File: src/rtl/led_matrix_scanner.sv
// Scans an 8x8 red/green matrix one row per DIV-cycle slot from a shadow frame latched at frame start.
// Latency: Moore outputs from registered state; no backpressure, enable is sampled only at frame boundaries.
module led_matrix_scanner #(
    parameter int unsigned DIV   = 1024,
    parameter int unsigned BLANK = 16
) (
    input  logic            clk,
    input  logic            reset,
    input  logic            enable,
    input  logic [7:0][7:0] red_array,
    input  logic [7:0][7:0] green_array,
    output logic [7:0]      row_n,
    output logic [7:0]      red_drv,
    output logic [7:0]      green_drv,
    output logic [2:0]      cur_row,
    output logic            frame_done
);

    typedef enum logic [1:0] {
        S_IDLE,
        S_BLANK,
        S_DRIVE
    } state_t;

    localparam logic [15:0] DIV_M1   = 16'(DIV - 1);
    localparam logic [15:0] BLANK_M1 = 16'(BLANK - 1);
    localparam logic [15:0] BLANK_C  = 16'(BLANK);

    state_t          state, state_nxt;
    logic [2:0]      row, row_nxt;
    logic [15:0]     cnt, cnt_nxt;
    logic            capture;
    logic            slot_end;
    logic [7:0][7:0] shadow_red, shadow_green;

    assign slot_end = (cnt == DIV_M1);

    always_comb begin
        state_nxt = state;
        row_nxt   = row;
        cnt_nxt   = cnt + 16'd1;
        capture   = 1'b0;
        case (state)
            S_IDLE: begin
                cnt_nxt = cnt;
                if (enable) begin
                    state_nxt = S_BLANK;
                    row_nxt   = 3'd0;
                    cnt_nxt   = 16'd0;
                    capture   = 1'b1;
                end
            end
            S_BLANK: begin
                if (cnt == BLANK_M1) begin
                    state_nxt = S_DRIVE;
                    cnt_nxt   = BLANK_C;
                end
            end
            S_DRIVE: begin
                if (slot_end) begin
                    cnt_nxt = 16'd0;
                    if (row != 3'd7) begin
                        state_nxt = S_BLANK;
                        row_nxt   = row + 3'd1;
                    end else if (enable) begin
                        // Back-to-back frame: skip IDLE so the frame period stays 8*DIV.
                        state_nxt = S_BLANK;
                        row_nxt   = 3'd0;
                        capture   = 1'b1;
                    end else begin
                        state_nxt = S_IDLE;
                        row_nxt   = 3'd0;
                    end
                end
            end
            default: begin
                state_nxt = S_IDLE;
                row_nxt   = 3'd0;
                cnt_nxt   = 16'd0;
            end
        endcase
    end

    always_ff @(posedge clk or negedge reset) begin
        if (!reset) begin
            state        <= S_IDLE;
            row          <= 3'd0;
            cnt          <= 16'd0;
            shadow_red   <= '0;
            shadow_green <= '0;
        end else begin
            state <= state_nxt;
            row   <= row_nxt;
            cnt   <= cnt_nxt;
            if (capture) begin
                shadow_red   <= red_array;
                shadow_green <= green_array;
            end
        end
    end

    // Decoded purely from registers, so an asynchronous reset blanks the panel at once.
    always_comb begin
        row_n      = 8'hFF;
        red_drv    = 8'h00;
        green_drv  = 8'h00;
        cur_row    = 3'd0;
        frame_done = 1'b0;
        if (state == S_DRIVE) begin
            row_n      = ~(8'd1 << row);
            red_drv    = shadow_red[row];
            green_drv  = shadow_green[row];
            frame_done = slot_end && (row == 3'd7);
        end
        if (state != S_IDLE) begin
            cur_row = row;
        end
    end

endmodule

File: config.mk
export PLATFORM = sky130hd
export DESIGN_NAME = led_matrix_scanner
export DESIGN_NICKNAME = d
export VERILOG_FILES = /design/src/rtl/led_matrix_scanner.sv
export SDC_FILE = /design/constraint.sdc
export NUM_CORES = 1
export LEC_CHECK = 0
export CORE_MARGIN = 3
export CORE_UTILIZATION = 56
export DETAILED_ROUTE_END_ITERATION = 6
export PLACE_DENSITY = 0.88
export SLEW_MARGIN = 0
export SYNTH_ARGS = -nofsm -noshare
export SYNTH_HDL_FRONTEND = slang
export SYNTH_SLANG_ARGS = --single-unit
File: constraint.sdc
create_clock -name clk -period 4.1 [get_ports clk]
set_input_delay 1.23 -clock clk [delete_from_list [all_inputs] [get_ports clk]]
set_output_delay 1.23 -clock clk [all_outputs]
set_load 0.02 [all_outputs]
==> results.sh, run 1 <==
export IMPL_outcome="finished, final reports clean"
export IMPL_ys_seq_elements=149
export IMPL_start_util=0.577
export IMPL_synth_top_flop_cell="dfrtp_1"
export IMPL_avgViaCountPerCell=5.70
export IMPL_die_h_um=123
export IMPL_clkSinkCount=149
export IMPL_rsz0062_at_grt="yes"
export IMPL_final_nets=826
export IMPL_clockBufferDepth=2
export IMPL_cp_end_kind="output pin"
export IMPL_cts_buffers=17
export IMPL_routed_wirelength_mm=18.3
export IMPL_wl_per_cell_um=21.0
export IMPL_yosys_warnings=0
export IMPL_netlist_area_mm2=0.00771
export IMPL_num_vias=4976
export IMPL_grt_overflow=0
export IMPL_path_class="flop to output pin"
export IMPL_die_w_um=123
export IMPL_antenna_found_initial=1
export IMPL_syn2layout_area_growth_pct=29.2
export IMPL_leakagePower_nw=4.46
export IMPL_htreeDepth=4
export IMPL_critPathMaxFanout=20
export IMPL_ir_worst_vdd_uv=438
export IMPL_cp_startpoint="state[0]$_DFFE_PN0P_"
export IMPL_postCtsSetupBuffers=0
export IMPL_multi_input_area_mm2=0.00362
export IMPL_max_freq_mhz=253
export IMPL_ant_nets=0
export IMPL_critPathRequiredTime_ns=2.87
export IMPL_clock_latency_ns=0.42
export IMPL_clk_pin_slew_worst_paths_ns=0.06
export IMPL_synth_top_cell_by_area="dfrtp_1"
export IMPL_grt_usage=0.254
export IMPL_synth_compound_gate_area_share=0.0281
export IMPL_r2r_start="row[0]$_DFFE_PN0P_"
export IMPL_num_antenna_cells=0
export IMPL_worstMarginPinSlew_ns=1.01
export IMPL_syn_area_per_cell_um2=14.5
export IMPL_synthXorXnorAreaFrac=0.00568
export IMPL_synth_seq_area_share=0.484
export IMPL_layout_commonest_cell="clkdlybuf4s50_1"
export IMPL_hold_path_startpoint="shadow_red[29]$_DFFE_PN0P_"
export IMPL_dp_hpwl_mm=12.7
export IMPL_nFillCells=856
export IMPL_synthAdderAreaFrac=0.0179
export IMPL_rows=42
export IMPL_synthArstFlopShare=1.00
export IMPL_synth_simple_area_share=0.0732
export IMPL_dieArea_mm2=0.0152
export IMPL_synthCells=531
export IMPL_worstPathArrival_ns=2.72
export IMPL_grt_max_degree=91
export IMPL_synth_cell_types=40
export IMPL_drt_first_pass_iters=6
export IMPL_dr_first_iter_drc_count=305
export IMPL_stdcell_count=873
export IMPL_core_area_mm2=0.0133
export IMPL_placed_cells=841
export IMPL_cts_root_buf="clkbuf_16"
export IMPL_slew_violations=0
export IMPL_maxCapViolations=0
export IMPL_seq_area_mm2=0.00373
export IMPL_synth_top_family_by_area="multiplexers"
export IMPL_cts_tree="done"
export IMPL_syn_num_nets=673
export IMPL_drive_gt1_frac=0.296
export IMPL_fin_skew_ns=0.0116
export IMPL_synth_mux_area_fraction=0.344
export IMPL_layout_min_cycle_time_ns=3.95
export IMPL_port_buffers=158
export IMPL_maxSlewHeadroom=0.324
export IMPL_synth_top_area_share=0.484
export IMPL_post_route_period_util=0.964
export IMPL_start_kind="flop"
export IMPL_finalHoldViolations=0
export IMPL_drc=0
export IMPL_gp_congestion=0.896
export IMPL_grt_pass1_vias=5430
export IMPL_p_per_area_mw_per_mm2=737
export IMPL_ios=159
export IMPL_finalSetupViolCount=0
export IMPL_synth_edf_count=0
export IMPL_grt_pass1_wl_mm=28.9
export IMPL_final_cell_mix="clkdlybuf4s50_1 (157), dfrtp_1 (147), mux2_4 (120)"
export IMPL_hp_class="flop to flop"
export IMPL_final_core_util=0.746
export IMPL_ys_top_cells_by_area="dfrtp_1 (48%), mux2_4 (23%), mux4_2 (9.4%), nand2_1 (3.0%), buf_12 (2.9%)"
==> per-layer routing <==
| layer | vias up | routed length, µm | track usage |
|---|---|---|---|
| li1 | 2225 | - | - |
| met1 | 2503 | 7190 | 0.312 |
| met2 | 205 | 9240 | 0.422 |
| met3 | 41 | 1470 | 0.0814 |
| met4 | 2 | 420 | 0.0948 |
| met5 | - | 8 | 0 |
==> final timing paths <==
kind / end / slack [ns] / cells after the start
max reg2reg: shadow_green[9]$_DFFE_PN0P_ / 1.03 / 8
min in group asynchronous: shadow_red[43]$_DFFE_PN0P_ / 0.87 / 1
max: green_drv[0] / 0.15 / 5
max in group asynchronous: shadow_red[33]$_DFFE_PN0P_ / 2.38 / 2
min reg2reg: shadow_red[29]$_DFFE_PN0P_ / 0.51 / 1
min: shadow_red[29]$_DFFE_PN0P_ / 0.51 / 1
==> registers in the layout (all words and copies together), names as in the netlist <==
name,flops
row,3
cnt,16
shadow_red,64
shadow_green,64
state,2
==> per-stage QoR <==
step | setup slack [ns] | power (mW) | TNS [ns] | area (µm²) | hold WS (ns)
2_1_floorplan | 0.863 | 4.89 | 0 | 7710 | 0.474
3_3_place_gp | 0.651 | 5.50 | 0 | 9310 | 0.484
3_5_place_dp | 0.593 | 5.62 | 0 | 9310 | 0.491
4_1_cts | 0.104 | 7.37 | 0 | 9960 | 0.507
5_1_grt | -0.0290 | 7.71 | -0.0332 | 9960 | 0.518
6_report | 0.148 | 7.34 | 0 | 9960 | 0.506
==> cells by family (layout without fill, tap and decap cells) <==
| logic type | after synthesis | after routing |
|---|---|---|
| multiplexers | 164 | 164 |
| AND/OR/NAND/NOR | 121 | 121 |
| flip-flops | 149 | 149 |
| AO/OA/AOI/OAI | 38 | 38 |
| buffers and inverters | 43 | 209 |
| XOR/XNOR | 5 | 5 |
| adder cells (fa/ha/maj) | 11 | 11 |
==> cell usage after synthesis (2+ instances only) <==
| master | n |
|---|---|
| dfrtp_1 | 149 |
| mux2_4 | 120 |
| nand2_1 | 61 |
| mux4_2 | 32 |
| nor2_1 | 20 |
| a21oi_1 | 18 |
| clkbuf_1 | 14 |
| nand3_1 | 12 |
| buf_12 | 11 |
| ha_1 | 11 |
| inv_1 | 10 |
| o21ai_0 | 10 |
| mux2_2 | 8 |
| nor4_1 | 5 |
| xor2_1 | 5 |
| buf_1 | 4 |
| mux2i_1 | 4 |
| nand4_1 | 4 |
| buf_6 | 3 |
| o22ai_1 | 3 |
| and3_1 | 2 |
| nand2b_1 | 2 |
| nor2b_1 | 2 |
| nor3_1 | 2 |
| o41ai_1 | 2 |
| or3_1 | 2 |
| or4_4 | 2 |
==> critical path, stage by stage, from the launching register on <==
cell             delay, ns
dfrtp_1               0.41
inv_1                 0.10
ha_1                  0.37
inv_1                 0.40
a21oi_1               0.36
clkdlybuf4s50_1       0.67
==> layout make-up <==
type,count,share of cell area
Tap cell,176,0.0221
Inverter,11,0.00415
Clock inverter,13,0.0206
Clock buffer,19,0.0445
Multi-Input combinational cell,339,0.364
Sequential cell,149,0.375
Timing Repair Buffer,166,0.170
==> timing repair <==
item | 4_1_cts | 5_1_grt
hold buffers | 0 | 0
resized for setup | 0 | 0
setup endpoints to repair | 0 | 2
==> report_power, final <==
group	leakage, nW	internal, mW	switching [mW]
Sequential	1.79	2.15	0.431
Clock	0.309	1.09	0.601
Combinational	2.36	1.87	1.19
Total	4.46	5.11	2.22
Note: power is estimated with default switching activity, not from simulation.
==> run 2: changes to the inputs <==
--- a/config.mk
+++ b/config.mk
@@ -5,7 +5,6 @@
 export SDC_FILE = /design/constraint.sdc
 export NUM_CORES = 1
 export LEC_CHECK = 0
-export CORE_MARGIN = 3
 export CORE_UTILIZATION = 56
 export DETAILED_ROUTE_END_ITERATION = 6
 export PLACE_DENSITY = 0.88
==> run 2 against run 1 <==
Register-to-register slack better by 0.46 ns. Clock skew is 0.00055 ns lower. Maximum frequency increased by 1.2%. Combinational power about the same. Sequential power about the same. Via count shrank 0.76%. Sequential cell count unchanged. Count of clock-buffer cells in the layout is 4 higher. Global-route usage is 1.3 points higher. Hold slack improved by 0.0012 ns.
==> results.sh, run 2 (synthesized netlist as in run 1, its figures left out) <==
export IMPL_seqPwrFrac=0.362
export IMPL_cts_buffers=17
export IMPL_routed_wirelength_mm=17.6
export IMPL_final_core_util=0.738
export IMPL_final_cell_mix="clkdlybuf4s50_1 (157), dfrtp_1 (147), mux2_4 (120)"
export IMPL_power_share_combinational=0.431
export IMPL_reg_largest_list="shadow_green x64, shadow_red x64, cnt x16"
export IMPL_num_antenna_cells=0
export IMPL_port_buffers=158
export IMPL_grt_pass1_vias=5420
export IMPL_cp_end_kind="output pin"
export IMPL_wl_per_cell_um=20.1
export IMPL_leakagePower_nw=4.41
export IMPL_post_route_period_util=0.953
export IMPL_maxCapViolations=0
export IMPL_p_per_area_mw_per_mm2=721
export IMPL_finalHoldViolations=0
export IMPL_ir_worst_vdd_uv=407
export IMPL_stdcell_count=872
export IMPL_ios=159
export IMPL_final_nets=826
export IMPL_layout_min_cycle_time_ns=3.91
export IMPL_num_vias=4938
export IMPL_p_int_mw=4.89
export IMPL_clk_pin_slew_worst_paths_ns=0.06
export IMPL_drive_gt1_frac=0.292
export IMPL_die_w_um=119
export IMPL_clkSinkCount=149
export IMPL_ant_nets=0
export IMPL_hold_path_startpoint="shadow_green[29]$_DFFE_PN0P_"
export IMPL_max_freq_mhz=256
export IMPL_critPathRequiredTime_ns=2.87
export IMPL_avgViaCountPerCell=5.66
export IMPL_hold_end="shadow_green[29]$_DFFE_PN0P_"
export IMPL_rows=42
export IMPL_post_cts_resize_count=0
export IMPL_drt_first_pass_iters=4
export IMPL_hold_depth=1
export IMPL_fin_skew_ns=0.0111
export IMPL_clockBufferDepth=2
export IMPL_grt_max_degree=82
export IMPL_start_util=0.577
export IMPL_cts_root_buf="clkbuf_16"
export IMPL_grt_usage=0.267
export IMPL_slew_violations=0
export IMPL_reg2reg_to="shadow_green[41]$_DFFE_PN0P_"
export IMPL_cp_startpoint="cnt[10]$_DFFE_PN0P_"
export IMPL_gp_congestion=0.878
export IMPL_antenna_found_initial=0
export IMPL_placed_cells=841
export IMPL_dp_hpwl_mm=12.2
export IMPL_hp_class="flop to flop"
export IMPL_postCtsSetupBuffers=0
export IMPL_htreeDepth=4
export IMPL_critPathMaxFanout=7
export IMPL_dieArea_mm2=0.0142
export IMPL_syn2layout_area_growth_pct=27.8
export IMPL_drc=0
export IMPL_path_class="flop to output pin"
export IMPL_layout_commonest_cell="clkdlybuf4s50_1"
export IMPL_finalSetupViolCount=0
export IMPL_regToRegSetupSlack_ns=1.49
export IMPL_grt_overflow=0
export IMPL_outcome="finished, final reports clean"
export IMPL_clkPwrFrac=0.207
export IMPL_rsz0062_at_grt="no"
export IMPL_maxSlewHeadroom=0.361
export IMPL_p_sw_frac=0.311
export IMPL_cts_hold_buf=0
export IMPL_r2r_start="cnt[10]$_DFFE_PN0P_"
export IMPL_die_h_um=119
export IMPL_core_area_mm2=0.0133
export IMPL_worstMarginPinSlew_ns=0.959
export IMPL_setup_tns_ns=0
export IMPL_cts_tree="done"
export IMPL_switchingPower_mw=2.21
export IMPL_grt_pass1_wl_mm=28.5
export IMPL_start_kind="flop"
export IMPL_clock_latency_ns=0.42
export IMPL_dr_first_iter_drc_count=402
export IMPL_rr_worst_depth=6
export IMPL_worstPathArrival_ns=2.68
run 2: cell types whose count changed in the layout (fill, tap and decap cells not counted), sizes merged:
cell and delta:
bufinv -4, clkbuf +4, clkinv -1
run 2: worst max-delay path: stages, from the launching register on:
cell and delay (ns):
dfrtp_1 0.46, or4_4 0.56, or4_4 0.51, nor2_4 0.12, clkdlybuf4s50_1 0.61
run 2: area by class of cell:
cell class | instances | area [µm²]
inverter | 11 | 41.3
clock buffer | 23 | 478
timing repair buffer | 166 | 1680
fill | 889 | 3500
clock inverter | 8 | 76.3
sequential | 149 | 3730
tap | 176 | 220
multi-input combinational | 339 | 3620
run 2: per-stage QoR:
stage               hold WS, ns  total power, mW  worst slack [ns]  cell area, µm²
floorplan                 0.474             4.89             0.863            7710
global placement          0.485             5.48             0.679            9300
detailed placement        0.490             5.62             0.638            9300
CTS                       0.509             7.14             0.179            9850
global route              0.515             7.46            0.0636            9850
finish                    0.508             7.10             0.193            9850
run 2: worst max path at each step:
| stage | depth (start not counted) | endpoint |
|---|---|---|
| 6_report | 4 | frame_done |
| 3_5_place_dp | 4 | frame_done |
| 2_1_floorplan | 5 | green_drv[2] |
| 5_1_grt | 5 | green_drv[0] |
| 4_1_cts | 4 | frame_done |
| 3_3_place_gp | 4 | frame_done |
run 2: layer usage:
| layer | part of all wire | up-vias | GRT usage |
|---|---|---|---|
| li1 | - | 2208 | - |
| met1 | 0.40 | 2513 | 0.326 |
| met2 | 0.50 | 192 | 0.440 |
| met3 | 0.076 | 25 | 0.0900 |
| met4 | 0.021 | 0 | 0.101 |
| met5 | 0 | - | 0 |
run 2: power groups by stage:
stage | clock network, mW | registers (mW) | logic [mW]
final | 1.47 | 2.57 | 3.06
after global placement | 0 | 2.51 | 2.97
after global routing | 1.57 | 2.64 | 3.25
after CTS | 1.50 | 2.56 | 3.08
after floorplan | 0 | 2.40 | 2.49
after detailed placement | 0 | 2.56 | 3.06
==> run 3: changes to the inputs <==
--- a/config.mk
+++ b/config.mk
@@ -6,6 +6,7 @@
 export NUM_CORES = 1
 export LEC_CHECK = 0
 export CORE_UTILIZATION = 56
+export CTS_CLUSTER_DIAMETER = 100
 export DETAILED_ROUTE_END_ITERATION = 6
 export PLACE_DENSITY = 0.88
 export SLEW_MARGIN = 0
==> results of run 3 <==
No change in the layout: final DEF, timing and power equal those of run 2.
